<file path="config.mk">
export PLATFORM = sky130hd
export DESIGN_NAME = symbol_shift_serializer
export DESIGN_NICKNAME = d
export VERILOG_FILES = /design/src/rtl/shreg_pkg.sv /design/src/rtl/step_down_counter.sv /design/src/rtl/symbol_shift_serializer.sv
export SDC_FILE = /design/constraint.sdc
export NUM_CORES = 1
export LEC_CHECK = 0
export BUFFER_PORTS_ARGS = -buffer_cell sky130_fd_sc_hd__buf_2
export CAP_MARGIN = 20
export CORE_MARGIN = 2
export CORE_UTILIZATION = 50
export DETAILED_ROUTE_END_ITERATION = 8
export GPL_TIMING_DRIVEN = 0
export PLACE_DENSITY = 0.84
export SLEW_MARGIN = 15
export SYNTH_ARGS = -nofsm -noshare
export SYNTH_HDL_FRONTEND = slang
export SYNTH_SLANG_ARGS = --single-unit
</file>
<file path="constraint.sdc">
create_clock -name clk -period 1.8 [get_ports clk]
set_input_delay 0.36 -clock clk [delete_from_list [all_inputs] [get_ports clk]]
set_output_delay 0.36 -clock clk [all_outputs]
set_load 0.01 [all_outputs]
</file>
<file path="src/rtl/shreg_pkg.sv">
// Shared types and sizing helpers for the symbol shift serializer.
// Symbol count grows by one when SHREG_PARITY_EN adds the trailing parity step.
package shreg_pkg;

  typedef enum logic [0:0] {
    StIdle,
    StShift
  } shreg_state_e;

  function automatic int unsigned nsym(input int unsigned data_w, input int unsigned sym_bits,
                                       input bit parity);
    return data_w / sym_bits + (parity ? 1 : 0);
  endfunction

  function automatic int unsigned cnt_width(input int unsigned n);
    return (n > 1) ? $clog2(n) : 1;
  endfunction

endpackage

</file>
<file path="src/rtl/step_down_counter.sv">
// Loadable down-counter that holds at zero; clear beats load beats decrement.
// Reports both the count and a zero flag.
module step_down_counter #(
  parameter int unsigned Width = 4
) (
  input  logic             clk,
  input  logic             rst,
  input  logic             clr,
  input  logic             load,
  input  logic [Width-1:0] load_val,
  input  logic             en,
  output logic [Width-1:0] count,
  output logic             zero
);

  logic [Width-1:0] cnt_q, cnt_d;

  always_comb begin
    cnt_d = cnt_q;
    if (clr) begin
      cnt_d = '0;
    end else if (load) begin
      cnt_d = load_val;
    end else if (en && (cnt_q != '0)) begin
      cnt_d = cnt_q - Width'(1);
    end
  end

  always_ff @(posedge clk or posedge rst) begin
    if (rst) begin
      cnt_q <= '0;
    end else begin
      cnt_q <= cnt_d;
    end
  end

  assign count = cnt_q;
  assign zero  = (cnt_q == '0);

endmodule

</file>
<file path="src/rtl/symbol_shift_serializer.sv">
// Parallel-in/serial-out symbol serializer paced by an external step strobe.
// Define SHREG_PARITY_EN to append an even-parity symbol after each word.
module symbol_shift_serializer
  import shreg_pkg::*;
#(
  parameter int unsigned DATA_W    = 9,
  parameter int unsigned SYM_BITS  = 1,
  parameter int unsigned MSB_FIRST = 1
) (
  input  logic                clk,
  input  logic                rst,
  input  logic [DATA_W-1:0]   in_data,
  input  logic                in_valid,
  output logic                in_ready,
  input  logic                step_en,
  input  logic                flush,
  output logic [SYM_BITS-1:0] sym_out,
  output logic                sym_valid,
  output logic                busy,
  output logic                done
);

`ifdef SHREG_PARITY_EN
  localparam bit ParityEn = 1'b1;
`else
  localparam bit ParityEn = 1'b0;
`endif
  localparam int unsigned    NSym    = nsym(DATA_W, SYM_BITS, ParityEn);
  localparam int unsigned    CntW    = cnt_width(NSym);
  localparam logic [CntW-1:0] CntLoad = CntW'(NSym - 1);

  if ((DATA_W % SYM_BITS) != 0) begin : g_bad_width
    $error("DATA_W must be an integer multiple of SYM_BITS");
  end

  shreg_state_e        state_q, state_d;
  logic [DATA_W-1:0]   shreg_q, shreg_d;
  logic                done_q, done_d;
  logic [CntW-1:0]     cnt;
  logic                cnt_zero;
  logic                in_shift, last_step, accept, shift_step, cnt_clr;
  logic [SYM_BITS-1:0] data_sym;

  assign in_shift   = (state_q == StShift);
  assign last_step  = in_shift && step_en && cnt_zero;
  assign accept     = in_valid && in_ready && !flush;
  assign shift_step = in_shift && step_en && !cnt_zero;
  assign cnt_clr    = flush || (last_step && !accept);

  step_down_counter #(
    .Width(CntW)
  ) u_cnt (
    .clk     (clk),
    .rst     (rst),
    .clr     (cnt_clr),
    .load    (accept),
    .load_val(CntLoad),
    .en      (shift_step),
    .count   (cnt),
    .zero    (cnt_zero)
  );

  always_ff @(posedge clk or posedge rst) begin
    if (rst) begin
      state_q <= StIdle;
    end else begin
      state_q <= state_d;
    end
  end

  always_comb begin
    state_d = state_q;
    if (flush) begin
      state_d = StIdle;
    end else if (accept) begin
      state_d = StShift;
    end else if (last_step) begin
      state_d = StIdle;
    end
  end

  // Register empties on the last step so IDLE always presents a zero symbol.
  always_comb begin
    shreg_d = shreg_q;
    done_d  = last_step && !flush;
    if (flush) begin
      shreg_d = '0;
    end else if (accept) begin
      shreg_d = in_data;
    end else if (last_step) begin
      shreg_d = '0;
    end else if (shift_step) begin
      shreg_d = (MSB_FIRST != 0) ? (shreg_q << SYM_BITS) : (shreg_q >> SYM_BITS);
    end
  end

  always_ff @(posedge clk or posedge rst) begin
    if (rst) begin
      shreg_q <= '0;
      done_q  <= 1'b0;
    end else begin
      shreg_q <= shreg_d;
      done_q  <= done_d;
    end
  end

  if (MSB_FIRST != 0) begin : g_msb
    assign data_sym = shreg_q[DATA_W-1 -: SYM_BITS];
  end else begin : g_lsb
    assign data_sym = shreg_q[SYM_BITS-1:0];
  end

`ifdef SHREG_PARITY_EN
  logic par_q, par_d;

  always_comb begin
    par_d = par_q;
    if (flush) begin
      par_d = 1'b0;
    end else if (accept) begin
      par_d = ^in_data;
    end else if (last_step) begin
      par_d = 1'b0;
    end
  end

  always_ff @(posedge clk or posedge rst) begin
    if (rst) begin
      par_q <= 1'b0;
    end else begin
      par_q <= par_d;
    end
  end
`endif

  always_comb begin
    in_ready  = !in_shift || last_step;
    sym_valid = in_shift;
    busy      = in_shift;
    done      = done_q;
    sym_out   = data_sym;
`ifdef SHREG_PARITY_EN
    // Count zero while shifting is the parity step; data bits are already gone.
    if (in_shift && cnt_zero) begin
      sym_out = SYM_BITS'(par_q);
    end
`endif
  end

  a_idle_count_zero : assert property (@(posedge clk) disable iff (rst)
    (state_q == StIdle) |-> (cnt == '0));

endmodule

</file>
# [Word-level counts from Yosys, hierarchy flattened]
# Cells that the tools add are included.
[totals] reg_bits=15 latchBits=0 ramBits=0 romBits=0 in_bits=14 output_inout_bits=5 n_memories=0
[op_classes] n_addsub=1 n_mul=0 div_mod_pow=0 order_cmp=0 n_eq_ne=0 n_shift=0 mux=10 bitwise=0 reduce_logical=19
[ops] op="9-bit two-way mux" count=4
[ops] op="4-bit two-way mux" count=3
[ops] op="1-bit logical AND" count=8
[ops] op="4-bit nonzero test" count=2
[ops] op="3-bit nonzero test" count=2
[ops] op="1-bit logical NOT" count=4
[ops] op="4-bit logical NOT" count=1
[ops] op="4-bit by 1-bit subtractor with 4-bit output (second input constant)" count=1
[ops] op="1-bit two-way mux" count=3
[ops] op="1-bit logical OR" count=2

# [Longest topological paths before layout]
# Gate-level depths: netlist of run 1.
[logic_depth] depth_word=9 ltp_mapped=5 depth_no_buf=5

# [Cells and area by module]
# A second synthesis of run 1 with hierarchy kept.
[hier_totals] hier_cells=85 hier_area_um2=853.3
[modules_own_cells] module="symbol_shift_serializer" instances=1 cells_per_inst=54 area_each_um2=554.3
[modules_own_cells] module="step_down_counter" instances=1 cells_per_inst=31 area_each_um2=299.0

# [Worst setup path after synthesis of run 1]
# OpenSTA, ideal clock, no wires.
[synth_timing] path_type="flip-flop to flip-flop" start="reg u_cnt.cnt_q[0] (netlist: u_cnt.count[0])" end="reg shreg_q[1]" setup_time_ps=126 arrival_ps=1540 required_ps=1674 setup_slack_ps=134 stages_incl_launch_ff=6 path_buffers=0 synth_period_minus_slack_ps=1666 path_cell_list="dfrtp_1 > inv_1 > ha_1 > or3b_4 > nor3b_4 > a221o_1"
[synth_via] elab_chain_len=7
[synth_rtl] item="start: declaration" line="step_down_counter.sv:16" rtl="logic [Width-1:0] cnt_q, cnt_d;"
[synth_rtl] item="start signal: assignment" line="step_down_counter.sv:33" rtl="cnt_q <= cnt_d;"
[synth_rtl] item="4-bit logical NOT *" line="step_down_counter.sv:38" rtl="assign zero = (cnt_q == '0);"
[synth_rtl] item="1-bit logical AND" line="symbol_shift_serializer.sv:45" rtl="assign last_step = in_shift && step_en && cnt_zero;"
[synth_rtl] item="1-bit logical OR" line="symbol_shift_serializer.sv:137" rtl="in_ready = !in_shift || last_step;"
[synth_rtl] item="1-bit logical AND (2 in a row)" line="symbol_shift_serializer.sv:46" rtl="assign accept = in_valid && in_ready && !flush;"
[synth_rtl] item="9-bit two-way mux" line="symbol_shift_serializer.sv:88" rtl="end else if (accept) begin"
[synth_rtl] item="9-bit two-way mux" line="symbol_shift_serializer.sv:86" rtl="if (flush) begin"
[synth_rtl] item="end signal: assignment" line="symbol_shift_serializer.sv:102" rtl="shreg_q <= shreg_d;"
[synth_rtl] item="end: declaration" line="symbol_shift_serializer.sv:37" rtl="logic [DATA_W-1:0] shreg_q, shreg_d;"
# Every way passes the cells marked *; elsewhere a longest branch is shown, timed or not.
# A chain may end at the register's enable or synchronous reset.

# [Worst setup path in the final report of run 1]
[layout_timing] start="reg u_cnt.cnt_q[0] (netlist: u_cnt.count[0])" end="reg shreg_q[2]"
# The elaborated chain is that of the path after synthesis.

==> run metrics, run 1 <==
I/O Pins=19; Via density=6.10; cell area after synthesis=817 um2; initial antenna violation count=0; Reg2Reg Depth=5; Leak=0.480 nW; final setup violating endpoints=0; Die Area=1970 um2; fraction of registers with async set/reset=100%; Starting Density=53.6%; Max-Cap Viols=0; gp weighted congestion=0.839; Final HPWL DP=1130 um; outcome=completed; syn_nets=85; diode count=0; highest-count cells in the layout ignoring fill and taps=17 x buf_2, 15 x dfrtp_1, 8 x a221o_1, 5 x and3_2, 4 x inv_1; drt drc=0; clk root buf=clkbuf_4; number of clock sinks=15; number of global-route vias before repair=596; final cycle utilization of the critical path=97.0%; max-slew violation count=0; clock latency on the worst-skew pair=0.29 ns; Core Area=1520 um2; Worst VDD drop=631 uV; reg2reg setup slack=0.05 ns; Max H-tree Level=1; Pwr Density=740 nW/um2; Synth Register Bits=15; kind of critical path=register to register; TritonCTS clock tree=yes; CP Data Required Time=1.98 ns; r2r endpoint=shreg_q[2]; Antenna Nets Post-Route=0; Syn Inst Count=69; Die Ht=44.4 um; CP max FO=9; Placement Setup Slack=0.0192 ns; largest net degree at the start of global routing=16; IO buf count=17; Num CTS Buffers=3; Hold Path Class=primary input to async pin; RSZ-0062 raised after global routing=false; # placed instances=102; endpoint class of the critical path=register; Reg clk slew, reported paths=0.09 ns; critical path arrival=1.93 ns; Yosys cell types=29; Slew HR=62.2%; layout cells sized above 1=45.1%; first-pass GRT wire length=2630 um; Syn-to-layout area delta=20.4%; row count=14; DIE WIDTH=44.4 um; CTS Buffer Depth=2; Tot GR Track Use=18.8%; Final Hold Vio Count=0; startpoint types=register; via count=653; Layout Cells excl Fill=107; Min Clock Period, post-route=1.75 ns; sequential area share after synthesis=45.9%; final wirelength=1600 um; Reg-to-Reg Start=u_cnt.count[0]; number of synthesized flops with an enable pin=0; fmax=573 MHz; worst-margin pin slew=0.566 ns; CTS Hold Buffers Added=0; DRT iter0 DRCs=26; Primary FF master, synth=dfrtp_1; gr ovfl total=0; Nets=108; Ys Warns=0; Clock Skew=0.00935 ns; drt wl/cell=14.9 um; commonest non-fill, non-tap cell in the layout=buf_2; Post-Syn Area per Cell=11.8 um2; post-route setup slack=0.0542 ns; first drt pass iteration count=4
[synth_stat cells, types with 2 or more instances]
cell type | count | area (um2)
a21oi_1 | 3 | 15.0
a221o_1 | 8 | 80.1
a22o_1 | 2 | 17.5
and3_1 | 3 | 18.8
and3_2 | 5 | 37.5
buf_6 | 2 | 22.5
dfrtp_1 | 15 | 375
ha_1 | 2 | 25.0
inv_1 | 6 | 22.5
nand2_1 | 2 | 7.51
nor2_1 | 2 | 7.51
nor2b_1 | 2 | 12.5
[worst max-delay path by stage]
stage | from | cells past startpoint | end | slack (ns)
4_1_cts | u_cnt.count[0] | 5 | in_ready | -0.01
5_1_grt | u_cnt.count[0] | 5 | shreg_q[6] | 0.002
3_5_place_dp | u_cnt.count[0] | 5 | shreg_q[1] | 0.02
2_1_floorplan | u_cnt.count[0] | 5 | shreg_q[1] | 0.13
3_3_place_gp | u_cnt.count[0] | 5 | shreg_q[2] | 0.04
6_report | u_cnt.count[0] | 5 | shreg_q[2] | 0.05
[worst max-delay path, cell delays in order, from the launching register on]
cell     delay [ns]
dfrtp_1        0.41
inv_2          0.10
ha_4           0.17
or3b_4         0.40
nor3b_4        0.20
a221o_1        0.35
[logic make-up (layout without fill, tap and decap cells)]
logic type	after synthesis	after routing	share of synthesized area, %
buf+inv	9	31	6.43
flops	15	15	45.9
compound gates	19	19	20.8
simple gates	22	22	19.6
fa+ha+maj	2	2	3.06
mux	2	2	4.13
[timing repair]
| action | 4_1_cts | 5_1_grt |
|---|---|---|
| buffers inserted | 0 | 1 |
| resized for setup | 1 | 5 |
| setup endpoints to repair | 8 | 9 |
| gates cloned | 0 | 0 |
[flip-flops by register name (all words and copies together), names as in the netlist]
name / count
busy: 1
u_cnt.count: 4
shreg_q: 9
done: 1
[routing by layer]
metal  GRT usage [%]  up-vias  share of wire [%]
li1                -      306                  -
met1            23.2      324                 42
met2            29.7       21                 52
met4            6.67        0               0.75
met5               0        -                  0
met3            7.76        2                5.5
[final cells by class]
| cell class | count | area (um2) |
|---|---|---|
| Clock inverter | 1 | 5.00 |
| Clock buffer | 3 | 22.5 |
| Tap cell | 16 | 20.0 |
| Buffer | 3 | 30.0 |
| Timing Repair Buffer | 18 | 92.6 |
| Sequential cell | 15 | 375 |
| Inverter | 6 | 22.5 |
| Fill cell | 122 | 541 |
| Multi-Input combinational cell | 45 | 415 |
[per-stage QoR]
stage,hold slack [ns],power [W],utilization [%],setup TNS [ns],cell area [um2]
2_1_floorplan,0.261,0.000484,-,0,817
3_3_place_gp,0.429,0.000524,60.5,0,922
3_5_place_dp,0.427,0.000529,60.5,0,922
4_1_cts,0.105,0.000717,62.5,-0.0105,952
5_1_grt,0.153,0.000763,64.5,0,983
6_report,0.0996,0.000728,64.5,0,983
[where the power goes]
group	internal (W)	switching [W]	leakage, nW
clock network	0.0000828	0.000110	0.0177
logic	0.0000808	0.0000798	0.262
registers	0.000359	0.0000158	0.201
total	0.000522	0.000206	0.480
Note: power is estimated with default switching activity, not from simulation.
==> run 2: changes to the inputs <==
--- a/config.mk
+++ b/config.mk
@@ -8,10 +8,10 @@
 export BUFFER_PORTS_ARGS = -buffer_cell sky130_fd_sc_hd__buf_2
 export CAP_MARGIN = 20
 export CORE_MARGIN = 2
-export CORE_UTILIZATION = 50
+export CORE_UTILIZATION = 34
 export DETAILED_ROUTE_END_ITERATION = 8
 export GPL_TIMING_DRIVEN = 0
-export PLACE_DENSITY = 0.84
+export PLACE_DENSITY = 0.64
 export SLEW_MARGIN = 15
 export SYNTH_ARGS = -nofsm -noshare
 export SYNTH_HDL_FRONTEND = slang
==> run 2 against run 1 <==
Net effect:
- wire length is 1.1% higher
- utilization is 20 points lower
- clock power is 4% higher
- combinational power is 3% lower
- register-to-register slack hardly changed
- setup slack better by 0.011 ns
- fmax is 0.64% higher
- die area is 42% higher
- via count is 5.2% lower
- global-route usage is 4.8 points lower
- sequential power hardly changed
- final area is 0.51% higher
- critical path type unchanged
- largest cell class unchanged
==> run metrics, run 2 (synthesized netlist as in run 1, its figures left out) <==
first drt pass iteration count=4 (unchanged); clk root buf=clkbuf_4; CTS Buffer Depth=2 (unchanged); Max-Cap Viols=0 (unchanged); Clock Skew=0.00460 ns (-0.00475 ns); max-slew violation count=0 (unchanged); fin util=44.3% (-20 points); Final Hold Vio Count=0 (unchanged); Core Area=2230 um2 (+47%); final setup violating endpoints=0 (unchanged); drt wl/cell=13.7 um (-8.4%); Min Clock Period, post-route=1.73 ns (-0.0111 ns); Reg clk slew, reported paths=0.10 ns (about the same); Die Ht=53.0 um (+19%); final wirelength=1610 um (+1.1%); CTS Hold Buffers Added=0 (unchanged); Fin Setup TNS=0 ns (unchanged); number of global-route vias before repair=608 (+2.0%); via count=619 (-5.2%); RSZ-0062 raised after global routing=false; Pwr Density=739 nW/um2 (-0.22%); Slew HR=59.7% (-2.5 points); final cycle utilization of the critical path=96.4% (-0.61 points); drt drc=0 (unchanged); fmax=576 MHz (+0.64%); CP Data Required Time=1.98 ns (about the same); endpoint class of the critical path=register; Hold Path Class=primary input to async pin; FILL cells=229 (+88%); TritonCTS clock tree=yes; number of clock sinks=15 (unchanged); Final HPWL DP=1160 um (+2.9%); worst-margin pin slew=0.604 ns (+0.0376 ns); Post-CTS Setup Bufs=0 (unchanged); Leak=0.476 nW (-0.95%); row count=17 (+3); DRT iter0 DRCs=10 (-62%); gp weighted congestion=0.795 (-5.3%); highest-count cells in the layout ignoring fill and taps=17 x buf_2, 15 x dfrtp_1, 8 x a221o_1, 5 x and3_2, 4 x inv_1; clock latency on the worst-skew pair=0.29 ns (about the same); max reg flops=9 (unchanged); layout cells sized above 1=43.3% (-1.7 points); Die Area=2810 um2 (+42%); diode count=0 (unchanged); Starting Density=36.6% (-17 points); outcome=completed; I/O Pins=19 (unchanged); largest net degree at the start of global routing=16 (unchanged); initial antenna violation count=0 (unchanged); CP max FO=9 (unchanged); DIE WIDTH=53.0 um (+19%); Antenna Nets Post-Route=0 (unchanged); hold_ws=0.119 ns (+0.0191 ns); Max H-tree Level=1 (unchanged); gr ovfl total=0 (unchanged); critical path arrival=1.91 ns (-0.02 ns); Worst VDD drop=322 uV (-49%); commonest non-fill, non-tap cell in the layout=buf_2; Nets=107 (-0.93%); startpoint types=register; Syn-to-layout area delta=21.0%; IO buf count=17 (unchanged); Num CTS Buffers=3 (unchanged); Via density=5.25 (-14%); kind of critical path=register to register; Largest Register=shreg_q; Tot GR Track Use=14.0% (-4.8 points); first-pass GRT wire length=2780 um (+5.8%)
==> run 2: cell count changes in the layout (fill, tap and decap cells not counted) <==
| cell | before | now |
|---|---|---|
| buf_4 | 2 | 1 |
| nand2_1 | 1 | 2 |
| nand2_2 | 2 | 1 |
==> run 2: final timing paths <==
kind	from	depth (start not counted)	to	slack (ns)
setup reg to reg	u_cnt.count[0]	5	shreg_q[2]	0.07
setup / recovery	u_cnt.count[0]	5	shreg_q[2]	0.07
min in group clk	flush	2	busy	0.27
max in group asynchronous	rst	2	shreg_q[3]	1.29
hold reg to reg	shreg_q[4]	1	shreg_q[5]	0.51
hold / removal	rst	2	u_cnt.count[3]	0.12
==> run 2: what timing repair did <==
action | in CTS | in global routing
cloned | 0 | 0
setup endpoints to repair | 2 | 9
resized for setup | 3 | 2
==> run 2: cell type report <==
class / instances / area, um2 / area share [%]
Clock buffer: 3 / 22.5 / 2.28
Inverter: 6 / 22.5 / 2.28
Sequential cell: 15 / 375 / 38.0
Tap cell: 28 / 35.0 / 3.54
Multi-Input combinational cell: 45 / 413 / 41.8
Buffer: 3 / 30.0 / 3.04
Clock inverter: 1 / 5.00 / 0.506
Timing Repair Buffer: 17 / 85.1 / 8.61
==> run 2: worst max-delay path: stages, from the launching register on <==
cell and delay [ns]:
dfrtp_1 0.41, inv_2 0.10, ha_4 0.16, or3b_4 0.40, nor3b_4 0.20, a221o_1 0.36
==> run 2: per-stage QoR <==
stage,cell area (um2),total power [W],worst slack (ns),std cells
floorplan,817,0.000484,0.134,69
CTS,988,0.000743,0.0184,118
finish,988,0.000730,0.0653,118
global placement,937,0.000526,0.0327,114
global route,988,0.000771,0.00163,118
detailed placement,937,0.000528,0.0294,114
==> run 2: layer usage <==
metal	vias up	track usage, %	share of wire [%]
met4	0	8.97	2.5
met1	292	17.3	46
met3	5	2.54	3.9
met5	-	0	0
met2	16	22.3	48
li1	306	-	-
==> run 2: power breakdown <==
part / switching (W) / internal, W
clock network: 0.000118 / 0.0000827
logic: 0.0000765 / 0.0000790
registers: 0.0000155 / 0.000359
